==> src/rtl/truth_table_capture_pkg.sv <==
// Shared types and sizing helpers for the truth-table capture engine.
// Latency: n/a (declarations only).
// Backpressure: n/a.
//
// Contents: run-state enum, default vector geometry, width helper functions.
package tt_pkg;

    // Run states of the capture engine.
    typedef enum logic [1:0] {
        IDLE = 2'd0,
        RUN  = 2'd1,
        DONE = 2'd2
    } tt_state_e;

    // Default geometry: four DUT inputs, twenty clocks per vector.
    localparam int N_IN_DEF        = 4;
    localparam int HOLD_CYCLES_DEF = 20;
    localparam int NUM_VEC         = 2 ** N_IN_DEF;

    // Vector count for a given input count.
    function automatic int vec_count(input int n_in);
        return 2 ** n_in;
    endfunction

    // Width needed to count 0..n-1; never narrower than one bit so that a
    // hold of a single clock still yields a legal register.
    function automatic int cnt_width(input int n);
        return (n <= 1) ? 1 : $clog2(n);
    endfunction

    // Width of a mismatch counter able to hold 0..2**n_in without wrapping.
    function automatic int mcnt_width(input int n_in);
        return n_in + 1;
    endfunction

endpackage

==> src/rtl/truth_table_capture_if.sv <==
// Bundle between the capture engine and whoever drives/observes it.
// Latency: n/a (wiring only).
// Backpressure: none; start is a level request sampled every clock.
//
// Ports: start/expected/f flow into the engine (slave), the vector and the
// result fields flow back out. master = harness side, slave = engine side.
interface truth_table_capture_if #(
    parameter int N_IN = 4
);
    localparam int NV = 2 ** N_IN;

    logic            start;
    logic [NV-1:0]   expected;
    logic            f;
    logic [N_IN-1:0] vec;
    logic            busy;
    logic            done;
    logic            pass;
    logic [NV-1:0]   table_out;
    logic [N_IN:0]   mismatch_cnt;
    logic [N_IN-1:0] first_fail;

    modport master (
        output start, expected, f,
        input  vec, busy, done, pass, table_out, mismatch_cnt, first_fail
    );

    modport slave (
        input  start, expected, f,
        output vec, busy, done, pass, table_out, mismatch_cnt, first_fail
    );

endinterface

==> src/rtl/truth_table_capture_hold_counter.sv <==
// Counts the clocks a vector has been held and flags the last one.
// Latency: tc_o is combinational from the count register.
// Backpressure: none; advances whenever en_i is high, clr_i has priority.
//
// Ports: clk, rst_n (sync, active low); clr_i restarts the count at 0;
// en_i advances it; tc_o is high while the count sits on HOLD_CYCLES-1.
module tt_hold_counter
    import tt_pkg::*;
#(
    parameter int HOLD_CYCLES = 20
) (
    input  logic clk,
    input  logic rst_n,
    input  logic clr_i,
    input  logic en_i,
    output logic tc_o
);
    localparam int             CW   = cnt_width(HOLD_CYCLES);
    localparam logic [CW-1:0]  LAST = CW'(HOLD_CYCLES - 1);

    logic [CW-1:0] cnt_q;
    logic [CW-1:0] cnt_d;

    // With HOLD_CYCLES==1 LAST is 0 and the count never leaves 0, so every
    // enabled clock is a terminal clock.
    assign tc_o = (cnt_q == LAST);

    always_comb begin
        cnt_d = cnt_q;
        if (clr_i) begin
            cnt_d = '0;
        end else if (en_i) begin
            cnt_d = tc_o ? '0 : cnt_q + CW'(1);
        end
    end

    always_ff @(posedge clk) begin
        if (!rst_n) begin
            cnt_q <= '0;
        end else begin
            cnt_q <= cnt_d;
        end
    end

endmodule

==> src/rtl/truth_table_capture.sv <==
// Walks every input vector, samples f at the end of each hold, compares
// against a golden table. Latency: 2**N_IN*HOLD_CYCLES clocks accept->done.
// Backpressure: none; start is ignored while a run is in progress.
//
// Ports: clk, rst_n (sync, active low); bus (slave) carries start, expected
// and f in, and vec, busy, done, pass, table_out, mismatch_cnt, first_fail out.
module truth_table_capture
    import tt_pkg::*;
#(
    parameter int N_IN        = N_IN_DEF,
    parameter int HOLD_CYCLES = HOLD_CYCLES_DEF
) (
    input  logic                 clk,
    input  logic                 rst_n,
    truth_table_capture_if.slave bus
);
    localparam int NV = vec_count(N_IN);
    localparam int MW = mcnt_width(N_IN);

    tt_state_e       state_q;
    logic [N_IN-1:0] vec_q;
    logic            busy_q;
    logic            done_q;
    logic            pass_q;
    logic [NV-1:0]   table_q;
    logic [NV-1:0]   exp_q;
    logic [MW-1:0]   mcnt_q;
    logic [MW-1:0]   mcnt_d;
    logic [N_IN-1:0] first_fail_q;

    logic accept;
    logic running;
    logic tc;
    logic miss;
    logic last_vec;

    // A new run may begin from IDLE or DONE only.
    assign accept   = bus.start && (state_q != RUN);
    assign running  = (state_q == RUN);
    assign miss     = (bus.f != exp_q[vec_q]);
    assign last_vec = &vec_q;

    // Count including the sample taken on this edge; pass is derived from it
    // so that a failure on the final vector is not missed.
    assign mcnt_d = mcnt_q + MW'(miss);

    tt_hold_counter #(
        .HOLD_CYCLES (HOLD_CYCLES)
    ) u_hold (
        .clk   (clk),
        .rst_n (rst_n),
        .clr_i (accept),
        .en_i  (running),
        .tc_o  (tc)
    );

    always_ff @(posedge clk) begin
        if (!rst_n) begin
            state_q      <= IDLE;
            vec_q        <= '0;
            busy_q       <= 1'b0;
            done_q       <= 1'b0;
            pass_q       <= 1'b0;
            table_q      <= '0;
            exp_q        <= '0;
            mcnt_q       <= '0;
            first_fail_q <= '0;
        end else begin
            case (state_q)
                IDLE, DONE: begin
                    if (bus.start) begin
                        exp_q        <= bus.expected;
                        vec_q        <= '0;
                        table_q      <= '0;
                        mcnt_q       <= '0;
                        first_fail_q <= '0;
                        pass_q       <= 1'b0;
                        done_q       <= 1'b0;
                        busy_q       <= 1'b1;
                        state_q      <= RUN;
                    end
                end
                RUN: begin
                    if (tc) begin
                        table_q[vec_q] <= bus.f;
                        if (miss) begin
                            mcnt_q <= mcnt_d;
                            // Only the first mismatch of the run sets the index.
                            if (mcnt_q == '0) begin
                                first_fail_q <= vec_q;
                            end
                        end
                        if (last_vec) begin
                            state_q <= DONE;
                            busy_q  <= 1'b0;
                            done_q  <= 1'b1;
                            pass_q  <= (mcnt_d == '0);
                        end else begin
                            vec_q <= vec_q + N_IN'(1);
                        end
                    end
                end
                default: begin
                    state_q <= IDLE;
                end
            endcase
        end
    end

    assign bus.vec          = vec_q;
    assign bus.busy         = busy_q;
    assign bus.done         = done_q;
    assign bus.pass         = pass_q;
    assign bus.table_out    = table_q;
    assign bus.mismatch_cnt = mcnt_q;
    assign bus.first_fail   = first_fail_q;

endmodule

==> src/flat_wrapper.sv <==
// flat-port wrapper written by rule: the top's interface ports become plain ports
module truth_table_capture_flat import tt_pkg::*;
#(
    parameter int N_IN        = N_IN_DEF,
    parameter int HOLD_CYCLES = HOLD_CYCLES_DEF
)
  (clk, rst_n, bus_start, bus_expected, bus_f, bus_vec, bus_busy, bus_done, bus_pass, bus_table_out, bus_mismatch_cnt, bus_first_fail);
  truth_table_capture_if #(.N_IN(N_IN)) bus_i ();
  input  logic clk;
  input  logic rst_n;
  input wire logic [$bits(bus_i.start)-1:0] bus_start;
  input wire logic [$bits(bus_i.expected)-1:0] bus_expected;
  input wire logic [$bits(bus_i.f)-1:0] bus_f;
  output wire logic [$bits(bus_i.vec)-1:0] bus_vec;
  output wire logic [$bits(bus_i.busy)-1:0] bus_busy;
  output wire logic [$bits(bus_i.done)-1:0] bus_done;
  output wire logic [$bits(bus_i.pass)-1:0] bus_pass;
  output wire logic [$bits(bus_i.table_out)-1:0] bus_table_out;
  output wire logic [$bits(bus_i.mismatch_cnt)-1:0] bus_mismatch_cnt;
  output wire logic [$bits(bus_i.first_fail)-1:0] bus_first_fail;
  assign bus_i.start = bus_start;
  assign bus_i.expected = bus_expected;
  assign bus_i.f = bus_f;
  assign bus_vec = bus_i.vec;
  assign bus_busy = bus_i.busy;
  assign bus_done = bus_i.done;
  assign bus_pass = bus_i.pass;
  assign bus_table_out = bus_i.table_out;
  assign bus_mismatch_cnt = bus_i.mismatch_cnt;
  assign bus_first_fail = bus_i.first_fail;
  truth_table_capture #(.N_IN(N_IN), .HOLD_CYCLES(HOLD_CYCLES)) u_core (.clk(clk), .rst_n(rst_n), .bus(bus_i));
endmodule
==> config.mk <==
export PLATFORM = sky130hd
export DESIGN_NAME = truth_table_capture_flat
export DESIGN_NICKNAME = d
export VERILOG_FILES = /design/src/rtl/truth_table_capture_pkg.sv /design/src/rtl/truth_table_capture_if.sv /design/src/rtl/truth_table_capture_hold_counter.sv /design/src/rtl/truth_table_capture.sv /design/src/flat_wrapper.sv
export SDC_FILE = /design/constraint.sdc
export NUM_CORES = 1
export LEC_CHECK = 0
export BUFFER_PORTS_ARGS = -buffer_cell sky130_fd_sc_hd__clkbuf_2
export CAP_MARGIN = 25
export CORE_ASPECT_RATIO = 1.4
export CORE_MARGIN = 5
export CORE_UTILIZATION = 49
export CTS_CLUSTER_DIAMETER = 50
export DETAILED_ROUTE_END_ITERATION = 10
export PLACE_DENSITY = 0.75
export REMOVE_ABC_BUFFERS = 1
export SETUP_SLACK_MARGIN = 0.3
export SKIP_LAST_GASP = 1
export SLEW_MARGIN = 20
export SYNTH_ARGS = -nofsm -noshare
export SYNTH_HDL_FRONTEND = slang
export SYNTH_SLANG_ARGS = --single-unit
==> constraint.sdc <==
create_clock -name clk -period 3 [get_ports clk]
set_input_delay 0.6 -clock clk [delete_from_list [all_inputs] [get_ports clk]]
set_output_delay 0.6 -clock clk [all_outputs]
set_load 0.02 [all_outputs]
* Word level (Yosys, flattened, before mapping)
Index checks and enable logic that the tools add are counted. W data, S select, Z words.
Operators by class: $add $sub $neg 3, order comparisons 2, equality and inequality tests 11, multiplexer cells 36, bitwise logic cells 1, reduce and logical (&&, ||, !) cells 16
Operators by type and width (number):
- $mux W16 | 2
- $pmux W16 S2 | 1
- $mux W4 | 6
- $mux W5 | 4
- $bwmux W16 | 1
- $pmux W4 S2 | 2
- $reduce_and A4 Y1 | 4
- $ne A2 B2 Y1 const B | 6
- $logic_not A5 Y1 | 2
- $mux W1 | 10
- $pmux W5 S2 | 1
- $mux W2 | 3
- $pmux W1 S2 | 3
- $reduce_and A3 Y1 | 2
- $add A5 B1 Y5 | 1
- $add A5 B1 Y5 const B | 1
- $eq A5 B5 Y1 const B | 1
- $lt A4 B5 Y1 const B | 1
- $reduce_and A5 Y1 | 1
- $add A4 B1 Y4 const B | 1
- $bmux W1 S4 | 1
- $demux W1 S4 | 1
- $ge A4 B1 Y1 const B | 1
- $pmux W2 S2 | 1
- other kinds (10) | 12
Storage, ports and cells: register bits 55, input bits 20, logic and storage cells 79

* Depth between registers and ports, before layout
word-level depth 8, gate-level depth with buffers 12, gate-level depth less buffers 11

* By module
A second synthesis with hierarchy kept.
Unflattened totals: cells, all modules 322, area total of the unflattened synthesis 2723.9 sq um
Modules (own cells, without submodules):
- truth_table_capture | instances 1, cells each 295, area each 2459.9 sq um
- tt_hold_counter | instances 1, cells each 27, area each 264.0 sq um

* Worst setup path before layout
No wires, ideal clock.
path kind reg2reg, start register u_core.vec_q[1], in the netlist u_core.bus.vec[1], end register u_core.pass_q, in the netlist u_core.bus.pass, library setup time 132 ps, arrival 2911 ps, setup slack -43 ps, stages on the path, launching flop included 13, path buffers 1, cell sequence dfxtp_1 buf_6 mux4_1 mux4_2 xnor2_4 inv_4 ha_1 ha_1 nor2b_1 a21oi_1 o21ai_0 nand4_1 a21oi_1
On the way: longest elaborated chain between the ends 8, elaborated cells on any way between the ends 11, classes of those cells add/sub: 1; eq/ne: 2; mux: 5; reduce/logical: 3
Ends and longest elaborated chain:
- from (decl) | line truth_table_capture.sv:21 | logic [N_IN-1:0] vec_q;
- from (signal assigned) | line truth_table_capture.sv:99 | vec_q <= vec_q + N_IN'(1);
- $bmux W1 S4 | line truth_table_capture.sv:40 | assign miss = (bus.f != exp_q[vec_q]);
- $mux W1 (not written as such) | line truth_table_capture.sv:40
- $ne A1 B1 Y1 | line truth_table_capture.sv:40
- $add A5 B1 Y5 | line truth_table_capture.sv:45 | assign mcnt_d = mcnt_q + MW'(miss);
- $logic_not A5 Y1 | line truth_table_capture.sv:97 | pass_q <= (mcnt_d == '0);
- $mux W1 | line truth_table_capture.sv:93 | if (last_vec) begin
- $mux W1 | line truth_table_capture.sv:84 | if (tc) begin
- $pmux W1 S2 | line truth_table_capture.sv:69 | case (state_q)
- to (signal assigned) | line truth_table_capture.sv:97
- to (decl) | line truth_table_capture.sv:24 | logic pass_q;
Parallel ways exist; a longest one is shown, timed or not. The select of a mux whose other input is x is not followed. A chain may end at the register's enable or synchronous reset.

* Worst setup path in the final report
Same ends and word-level chain as after synthesis.

==> flow_summary.yaml <==
cells_and_area:
  fin_area_sq_um: 3083
  fin_cells: 434
  diodes: 0
  fin_nets: 394
  fillers: 499
  syn_to_final_growth_pct: 16.72
  drive_gt1_share_pct: 23.64
timing:
  rsz0062_at_grt: "true"
  period_needed_ns: 2.690
  fin_setup_tns_ns: 0
  fmax_mhz: 371.7
  finalSetupViolations: 0
  skew_ns: 0.008439
  hold_viol: 0
  slew_viol_final: 0
  period_share_pct: 89.67
  worst_pin_slew_ns: 0.7739
  slew_headroom_pct: 48.41
  setup_slack_ns: 0.3100
synthesis:
  ys_ff_latch: 55
  ys_types: 41
  async_flop_share_pct: 0
  yosys_warnings: 0
  synth-seq-area-share_pct: 41.69
  synthCells: 320
  syn_area_per_cell_sq_um: 8.254
  synth-edff-count: 0
  synth_flop_cell: "dfxtp_1"
  post_synth_instance_area_sq_um: 2641
detailed_routing:
  ant_nets: 0
  drt-initial-drc-count: 197
  routed_wl_um: 6369
  drtPass1Iterations: 4
  vias: 2448
  drc_errors: 0
  avgViaCountPerCell: 5.641
  wl_per_cell_um: 14.68
global_route:
  grt_pass1_vias: 2301
  grt_max_degree: 26
  grt_overflow_total: 0
  grt_pass1_wl_um: 10540
  grt.total_usage_pct: 18.49
  antenna_found_initial: 0
clock_network:
  clock-sinks: 55
  clock_latency_ns: 0.31
  h-tree-depth: 2
  cts_made_buffers: 5
  cts_buffer_depth: 2
  path_clk_slew_ns: 0.09
  hold_buffers: 0
  cts-root-buf: "clkbuf_8"
  cts_tree: "yes"
min_path:
  hp-class: "flip-flop to flip-flop"
place:
  gp_congestion: 0.8348
  placedCellCount: 424
  dpl.hpwl_um: 4586
  placed_area_sq_um: 2955
  pre_cts_ws_ns: 0.02198
  port_buffers: 51
worst_setup_path:
  cp_max_fo: 7
  path_buf_inv: 1
  critical-path-slowest-cell: "mux4_2"
  path_cells: "mux4_2, mux4_2, xnor2_4, inv_4, ha_4, ha_4, nor2_2, a21oi_2, o21ai_1, nand4_1, a21oi_1"
  cp.required_ns: 3.24
  crit_family: "multiplexers"
  cp.arrival_ns: 2.93
  critical_path_class: "flip-flop to flip-flop"
  cpPeakStageDelay_ns: 0.55
  setup.worst_path.start_class: "flip-flop"
  cp-end-kind: "flip-flop"
outcome:
  status: "finished clean"
floorplanning:
  dieWidth_um: 72.05
  rows: 31
  coreArea_sq_um: 5197
  die_area_sq_um: 6979
  start_util_pct: 50.82
  ioPinCount: 52
  die_h_um: 96.87
power:
  vdd_drop_max_v: 0.0002886
  powerDensity_nw_per_um2: 423.0
  p_total_w: 0.001304
  p_leak_nw: 1.226
job:
  cap_viol_max_count: 0
placed cells by master, fill, tap and decap left out, types with 2 or more instances in the layout:
master    synthesis  routed
and3_2            2       2
ha_1              7       5
a32o_1            5       5
xnor2_1           2       2
dfxtp_1          55      54
nor2_1           13      12
nand2b_1          3       3
o21ai_0          24      23
nor2b_1           7       6
mux2i_1           2       2
a21oi_1          59      58
and3_1            4       4
nand4_1           5       5
xor2_1            4       4
nand3_1          10      10
inv_1             3       3
o21a_1            4       4
buf_4             0      13
clkbuf_8          0       5
nor3_1            6       6
mux4_2            1       5
clkbuf_2          0      51
ha_4              0       2
nor3b_1           2       2
nand2_1          59      59
clkbuf_1         19       2
synthesized netlist by cell type (all sizes together) (2+ instances only):
cell	count	area share, %
a32o	5	1.9
o21ai	24	4.5
mux2i	2	0.76
o21a	4	1.1
nand3	10	1.9
inv	4	0.66
mux4	5	4.8
buf	5	1.3
nand2b	3	0.71
and3	6	1.5
xor2	4	1.3
nor2	13	1.8
nand2	59	8.4
nor3	6	1.1
nor3b	2	0.57
nor2b	7	1.7
clkbuf	19	2.7
nand4	5	1.2
xnor2	3	1.7
ha	7	3.3
dfxtp	55	42
a21oi	59	11
final cells by class:
type | instances | area, sq um | share of cell area, %
multi-input combinational | 237 | 1440 | 46.71
sequential | 55 | 1105 | 35.84
timing repair buffer | 64 | 352.8 | 11.44
tap | 66 | 82.58 | 2.679
clock buffer | 7 | 76.32 | 2.476
inverter | 4 | 17.52 | 0.5682
clock inverter | 1 | 8.758 | 0.2841
cells by family (layout without fill, tap and decap cells):
family                     Yosys count  count (layout)  share of synthesized area (%)
adders and majority gates            7               7                          3.316
DFF                                 55              55                          41.69
AOI/OAI and AO/OA                   97              97                          20.18
xor gates and xnor gates             7               7                          3.032
and+or+nand+nor                    119             119                          21.51
buffers and inverters               28              76                          4.690
muxes                                7               7                          5.590
worst register-to-register path: cells and delay by family, from the launching register on:
kind,cells,cell delay (ns)
buffers and inverters,1,0.06
adders and majority gates,2,0.34
muxes,2,1.08
DFF,1,0.41
xor gates and xnor gates,1,0.19
AOI/OAI and AO/OA,3,0.34
and+or+nand+nor,2,0.22
sequential cells by signal (all words and copies together) (netlist names):
signal and count:
u_core.bus.done 1, u_core.state_q 2, u_core.exp_q 16, u_core.bus.first_fail 4, u_core.bus.pass 1, u_core.u_hold.cnt_q 5, u_core.bus.table_out 16, u_core.bus.busy 1
u_core.bus.mismatch_cnt 5, u_core.bus.vec 4
path summary, 6_finish.rpt:
path,startpoint,endpoint,slack (ns),depth (start not counted)
worst max register to register,u_core.bus.vec[1]$_SDFFE_PN0P_,u_core.bus.pass$_SDFFE_PN0P_,0.31,11
worst min-delay path,u_core.exp_q[14]$_SDFFE_PN0P_,u_core.exp_q[14]$_SDFFE_PN0P_,0.46,2
worst max-delay path,u_core.bus.vec[1]$_SDFFE_PN0P_,u_core.bus.pass$_SDFFE_PN0P_,0.31,11
worst min register to register,u_core.exp_q[14]$_SDFFE_PN0P_,u_core.exp_q[14]$_SDFFE_PN0P_,0.46,2
timing repair:
action	4_1_cts	5_1_grt
endpoints found under the setup margin	5	4
setup buffers	1	1
pin swaps	4	5
gates resized for setup	11	4
gates cloned	0	0
where the power goes:
group / total, W / leakage, nW / internal [W] / switching, W
Clock: 0.000408 / 0.0428 / 0.000169 / 0.000238
Combinational: 0.000139 / 0.736 / 0.0000546 / 0.0000848
Sequential: 0.000757 / 0.447 / 0.000745 / 0.0000118
Total: 0.00130 / 1.23 / 0.000969 / 0.000335
layer usage:
layer,global-route usage (%),vias up,part of all wire [%],wire (um)
met4,7.670,0,2.4,150
met3,4.979,14,6.2,393
met1,20.96,1142,40,2545
met2,31.94,74,51,3279
met5,0,-,0,0
li1,-,1218,-,-
through the flow:
stage | hold slack (ns) | utilization, %
global placement | 0.4392 | 56.86
finish | 0.4620 | 59.32
global route | 0.4819 | 59.32
detailed placement | 0.4473 | 56.86
CTS | 0.4648 | 58.91
floorplan | 0.4315 | -
Power figures use the tool's default switching activity.
